[src/rtl/brush_painter.sv]
// brush_painter: takes a paint request carrying a one-hot colour and a brush
// centre, and stamps a BRUSH x BRUSH square of that colour into the frame
// buffer one pixel at a time over a valid/ready write port. Pixels that fall
// off the screen are skipped rather than written.
module brush_painter #(
   parameter int H_RES = 640,
   parameter int V_RES = 480,
   parameter int BRUSH = 3,
   parameter int X_W   = 10,
   parameter int Y_W   = 9
) (
   input  logic           clk,
   input  logic           reset,
   input  logic           paint_req,
   input  logic [X_W-1:0] x,
   input  logic [Y_W-1:0] y,
   input  logic [6:0]     color,
   output logic           busy,
   output logic           wr_valid,
   input  logic           wr_ready,
   output logic [X_W-1:0] wr_x,
   output logic [Y_W-1:0] wr_y,
   output logic [23:0]    wr_rgb,
   output logic           done,
   output logic           err
);

   localparam int         R    = (BRUSH - 1) / 2;
   localparam logic [3:0] LAST = 4'(BRUSH - 1);

   typedef enum logic [2:0] {IDLE, CHECK, STEP, WRITE, FINISH} state_t;

   state_t         state_reg;
   logic [X_W-1:0] x_reg;
   logic [Y_W-1:0] y_reg;
   logic [6:0]     color_reg;
   logic [23:0]    rgb_reg;
   logic [3:0]     dx_reg;
   logic [3:0]     dy_reg;

   // Two extra bits: one for the sign, one so x-R+dx never wraps.
   logic signed [X_W+1:0] px;
   logic signed [Y_W+1:0] py;
   logic                  in_bounds;
   logic                  last_pixel;
   logic                  color_ok;

   // Current pixel position relative to the latched centre, and its clip test.
   always_comb begin
      px = $signed((X_W+2)'(x_reg)) - $signed((X_W+2)'(R)) + $signed((X_W+2)'(dx_reg));
      py = $signed((Y_W+2)'(y_reg)) - $signed((Y_W+2)'(R)) + $signed((Y_W+2)'(dy_reg));
      in_bounds = (px >= 0) && (px < $signed((X_W+2)'(H_RES))) &&
                  (py >= 0) && (py < $signed((Y_W+2)'(V_RES)));
      last_pixel = (dx_reg == LAST) && (dy_reg == LAST);
      color_ok   = (color_reg != 7'd0) && ((color_reg & (color_reg - 7'd1)) == 7'd0);
   end

   // One-hot colour select to 24-bit {R,G,B}.
   function automatic logic [23:0] decode_rgb(input logic [6:0] c);
      logic [23:0] rgb;
      rgb = 24'h000000;
      if (c[6]) rgb = 24'hFFFFFF;
      if (c[5]) rgb = 24'h000000;
      if (c[4]) rgb = 24'hFF0000;
      if (c[3]) rgb = 24'h0000FF;
      if (c[2]) rgb = 24'hFFFF00;
      if (c[1]) rgb = 24'h00FF00;
      if (c[0]) rgb = 24'h800080;
      return rgb;
   endfunction

   // Stamp sequencer; all outputs are registered. done/busy change on the
   // transition into FINISH so that done is visible during the FINISH cycle.
   always_ff @(posedge clk) begin
      if (reset) begin
         state_reg <= IDLE;
         busy      <= 1'b0;
         wr_valid  <= 1'b0;
         done      <= 1'b0;
         err       <= 1'b0;
         wr_x      <= '0;
         wr_y      <= '0;
         wr_rgb    <= '0;
         x_reg     <= '0;
         y_reg     <= '0;
         color_reg <= '0;
         rgb_reg   <= '0;
         dx_reg    <= '0;
         dy_reg    <= '0;
      end else begin
         done <= 1'b0;
         err  <= 1'b0;
         case (state_reg)
            IDLE: begin
               // The err cycle counts as the tail of the rejected request,
               // so a request coinciding with it is dropped.
               if (paint_req && !err) begin
                  x_reg     <= x;
                  y_reg     <= y;
                  color_reg <= color;
                  busy      <= 1'b1;
                  state_reg <= CHECK;
               end
            end
            CHECK: begin
               if (!color_ok) begin
                  err       <= 1'b1;
                  busy      <= 1'b0;
                  state_reg <= IDLE;
               end else begin
                  rgb_reg   <= decode_rgb(color_reg);
                  dx_reg    <= '0;
                  dy_reg    <= '0;
                  state_reg <= STEP;
               end
            end
            STEP: begin
               if (in_bounds) begin
                  wr_x      <= px[X_W-1:0];
                  wr_y      <= py[Y_W-1:0];
                  wr_rgb    <= rgb_reg;
                  wr_valid  <= 1'b1;
                  state_reg <= WRITE;
               end else if (last_pixel) begin
                  done      <= 1'b1;
                  busy      <= 1'b0;
                  state_reg <= FINISH;
               end else begin
                  if (dx_reg == LAST) begin
                     dx_reg <= '0;
                     dy_reg <= dy_reg + 4'd1;
                  end else begin
                     dx_reg <= dx_reg + 4'd1;
                  end
               end
            end
            WRITE: begin
               if (wr_ready) begin
                  wr_valid <= 1'b0;
                  if (last_pixel) begin
                     done      <= 1'b1;
                     busy      <= 1'b0;
                     state_reg <= FINISH;
                  end else begin
                     if (dx_reg == LAST) begin
                        dx_reg <= '0;
                        dy_reg <= dy_reg + 4'd1;
                     end else begin
                        dx_reg <= dx_reg + 4'd1;
                     end
                     state_reg <= STEP;
                  end
               end
            end
            FINISH: begin
               state_reg <= IDLE;
            end
            default: begin
               state_reg <= IDLE;
               busy      <= 1'b0;
               wr_valid  <= 1'b0;
            end
         endcase
      end
   end

endmodule

[config.mk]
export PLATFORM = sky130hd
export DESIGN_NAME = brush_painter
export DESIGN_NICKNAME = d
export VERILOG_FILES = /design/src/rtl/brush_painter.sv
export SDC_FILE = /design/constraint.sdc
export NUM_CORES = 1
export LEC_CHECK = 0
export BUFFER_PORTS_ARGS = -buffer_cell sky130_fd_sc_hd__buf_2
export CAP_MARGIN = 0
export CELL_PAD_IN_SITES_DETAIL_PLACEMENT = 0
export CELL_PAD_IN_SITES_GLOBAL_PLACEMENT = 1
export CORE_ASPECT_RATIO = 0.7
export CORE_MARGIN = 2
export CORE_UTILIZATION = 41
export CTS_CLUSTER_SIZE = 8
export DETAILED_ROUTE_END_ITERATION = 7
export GPL_ROUTABILITY_DRIVEN = 0
export PLACE_DENSITY = 0.79
export SLEW_MARGIN = 20
export SYNTH_ARGS = -nofsm -noshare
export SYNTH_HDL_FRONTEND = slang
export SYNTH_SLANG_ARGS = --single-unit
[constraint.sdc]
create_clock -name clk -period 4.3 [get_ports clk]
set_input_delay 0 -clock clk [delete_from_list [all_inputs] [get_ports clk]]
set_output_delay 0 -clock clk [all_outputs]
set_load 0.005 [all_outputs]
==> impl_metrics.ini <==
[global_routing]
grt_max_degree = 50
antenna_found_initial = 0
track_usage_pct = 19.7
grt.overflow.total = 0
grt_pass1_wl_um = 16300
grt_pass1_vias = 3399

[routing]
highest_layer = met4
m1WireLength_um = 5160
dr_wl_met3_um = 564
wl_met2_um = 4220
vias = 3786
drt_iter0_drc = 178
post_drt_wl_per_cell_um = 14.1
via_per_inst = 5.27
drtPass1Iterations = 5
drc = 0
drt_wl_total_um = 10100
ant_nets = 0

[timing]
skew_ns = 0.00870
whs_ns = 0.117
finalCriticalPeriod_ns = 3.61
final-setup-viol-count = 0
worst_slew_pin_slew_ns = 0.915
slew_headroom_pct = 38.5
max_freq_mhz = 277
slew_violations = 0
fin_tns_setup_ns = 0
rsz0062_at_grt = no
finalHoldViolations = 0
timing.final.crit_share_pct = 84.0

[setup_path]
critical_path_class = register to register
slowest_stage = or4b_1
arrival_ns = 3.88
critical_path.most_common_cell = ha_1
cp-end-kind = register
critPathBufInv = 1
cp-start-kind = register
cp_slowest_stage_delay_ns = 0.58
crit_family = simple AND/OR/NAND/NOR gates
critPathMaxFanout = 34
cp_cell_sequence = inv_1, ha_1, xor2_1, ha_1, o21ai_0, o21bai_1, o21ai_1, or4b_1, o211a_2, o211a_4, or4_1, a21boi_1
worstPathRequired_ns = 4.57

[place]
place_hpwl_um = 7220
port_buffers = 76

[synth]
synth_cells = 514
ys_types = 61
async_reset_ff_share_pct = 0
synth_top_area_share_pct = 34.8
ys_seq_area_share_pct = 34.8
synth_nets = 558
avgSynthCellArea_um2 = 7.84
ys.flop_type = dfxtp_1
ys_ff_latch = 70
yosys.area.top_type = dfxtp_1
post-synth-top-count-cell = nand2_1
synth-edff-count = 0
synth_common_cells = nand2_1 (104), dfxtp_1 (70), a21oi_1 (61), nor2_1 (33), clkbuf_1 (21)
yosys_warnings = 0
netlist_area_mm2 = 0.00403
synthTopCellsByArea = dfxtp_1 (35%), nand2_1 (9.7%), a21oi_1 (7.6%)

[worst_hold_path]
hp-class = input pin to register

[floorplan]
die_height_um = 87.0
start_util_pct = 41.8
io_pins = 77
rows = 30
die_w_um = 123
die-area_mm2 = 0.0107
coreArea_mm2 = 0.00965

[layout]
n_antenna_cell = 0
drive_above_1_share_pct = 18.1
area_growth_pct = 21.2
finalNetCount = 629

[pwr]
power.leakage_nw = 2.04
power_w = 0.00216
peakVddDrop_mv = 0.198
power_per_cell_area_mw_per_mm2 = 441

[clocking]
post_cts_resized = 0
cts_buffer_depth = 2
clk_pin_slew_ns = 0.06
cts_tree = yes
cts.htree.levels = 3
clkSinkCount = 70
numCtsBuffers = 9
cts-root-buf = clkbuf_16
clk_latency_ns = 0.34

[job]
drv_cap = 0

[run_status]
status = finished clean
## layer usage
layer / GRT usage (%) / up-vias
met4: 7.94 / 0
met3: 5.04 / 13
met1: 27.6 / 1717
li1: - / 1935
met2: 28.8 / 121
met5: 0 / -
## worst register-to-register path, delay by kind of cell (launching register included)
kind / cells / cell delay, ns
simple gates: 2 / 1.12
compound gates: 6 / 1.11
fa+ha+maj: 2 / 0.63
flops: 1 / 0.41
xor+xnor: 1 / 0.17
buf+inv: 1 / 0.10
## cell families (layout without fill, tap and decap cells)
family                     Yosys count  count (layout)  synth area share [%]
and+or+nand+nor                    208             208                  24.9
AOI/OAI and AO/OA                  130             130                  20.7
adders and majority gates           15              15                  4.97
xor gates and xnor gates            22              22                  4.78
DFF                                 70              70                  34.8
muxes                                8               8                  1.99
buffers and inverters               61             137                  7.88
## per-stage QoR
step / instance area, µm² / setup WS [ns] / std cells / utilization, %
after floorplan: 4030 / 1.17 / 514 / -
after global placement: 4350 / 0.870 / 675 / 45.1
after detailed placement: 4350 / 0.742 / 675 / 45.1
after CTS: 4890 / 0.718 / 718 / 50.7
after global routing: 4890 / 0.467 / 718 / 50.7
final: 4890 / 0.688 / 718 / 50.7
## repair_timing
item,4_1_cts,5_1_grt
buffers inserted,0,0
endpoints found under the hold margin,27,0
hold buffers,27,0
## path summary, 6_finish.rpt
kind / from / to / slack, ns / cells after the start
max: x_reg[0]$_SDFFE_PP0P_ / dy_reg[3]$_SDFFE_PP0P_ / 0.69 / 12
min reg2reg: wr_x[5]$_SDFFE_PP0P_ / wr_x[5]$_SDFFE_PP0P_ / 0.45 / 2
min: reset / color_reg[3]$_SDFFE_PP0P_ / 0.12 / 2
max reg2reg: x_reg[0]$_SDFFE_PP0P_ / dy_reg[3]$_SDFFE_PP0P_ / 0.69 / 12
## cell usage in the layout (no fill, tap or decap), types with 7 or more instances in the layout
| cell type | n |
|---|---|
| ha_1 | 12 |
| mux2i_1 | 8 |
| clkbuf_16 | 9 |
| xnor2_1 | 16 |
| a211oi_1 | 9 |
| inv_1 | 14 |
| buf_2 | 76 |
| dlygate4sd3_1 | 27 |
| a21oi_1 | 61 |
| nand2_1 | 104 |
| nor2_1 | 33 |
| or4_1 | 10 |
| or3_1 | 7 |
| nor3_1 | 9 |
| o21ai_0 | 11 |
| nand3_1 | 7 |
| dfxtp_1 | 70 |
## power breakdown
part | internal (W) | leakage, nW | switching, W
clock network | 0.000400 | 0.139 | 0.000271
logic | 0.000293 | 1.33 | 0.000414
registers | 0.000706 | 0.569 | 0.0000724
total | 0.00140 | 2.04 | 0.000757
## final cells by class
| class | instances | area (µm²) |
|---|---|---|
| Sequential cell | 70 | 1400 |
| Fill cell | 957 | 4760 |
| Clock inverter | 5 | 25.0 |
| Timing Repair Buffer | 107 | 681 |
| Clock buffer | 11 | 243 |
| Multi-Input combinational cell | 383 | 2320 |
| Inverter | 14 | 52.6 |
| Tap cell | 128 | 160 |
Power figures use the tool's default switching activity.
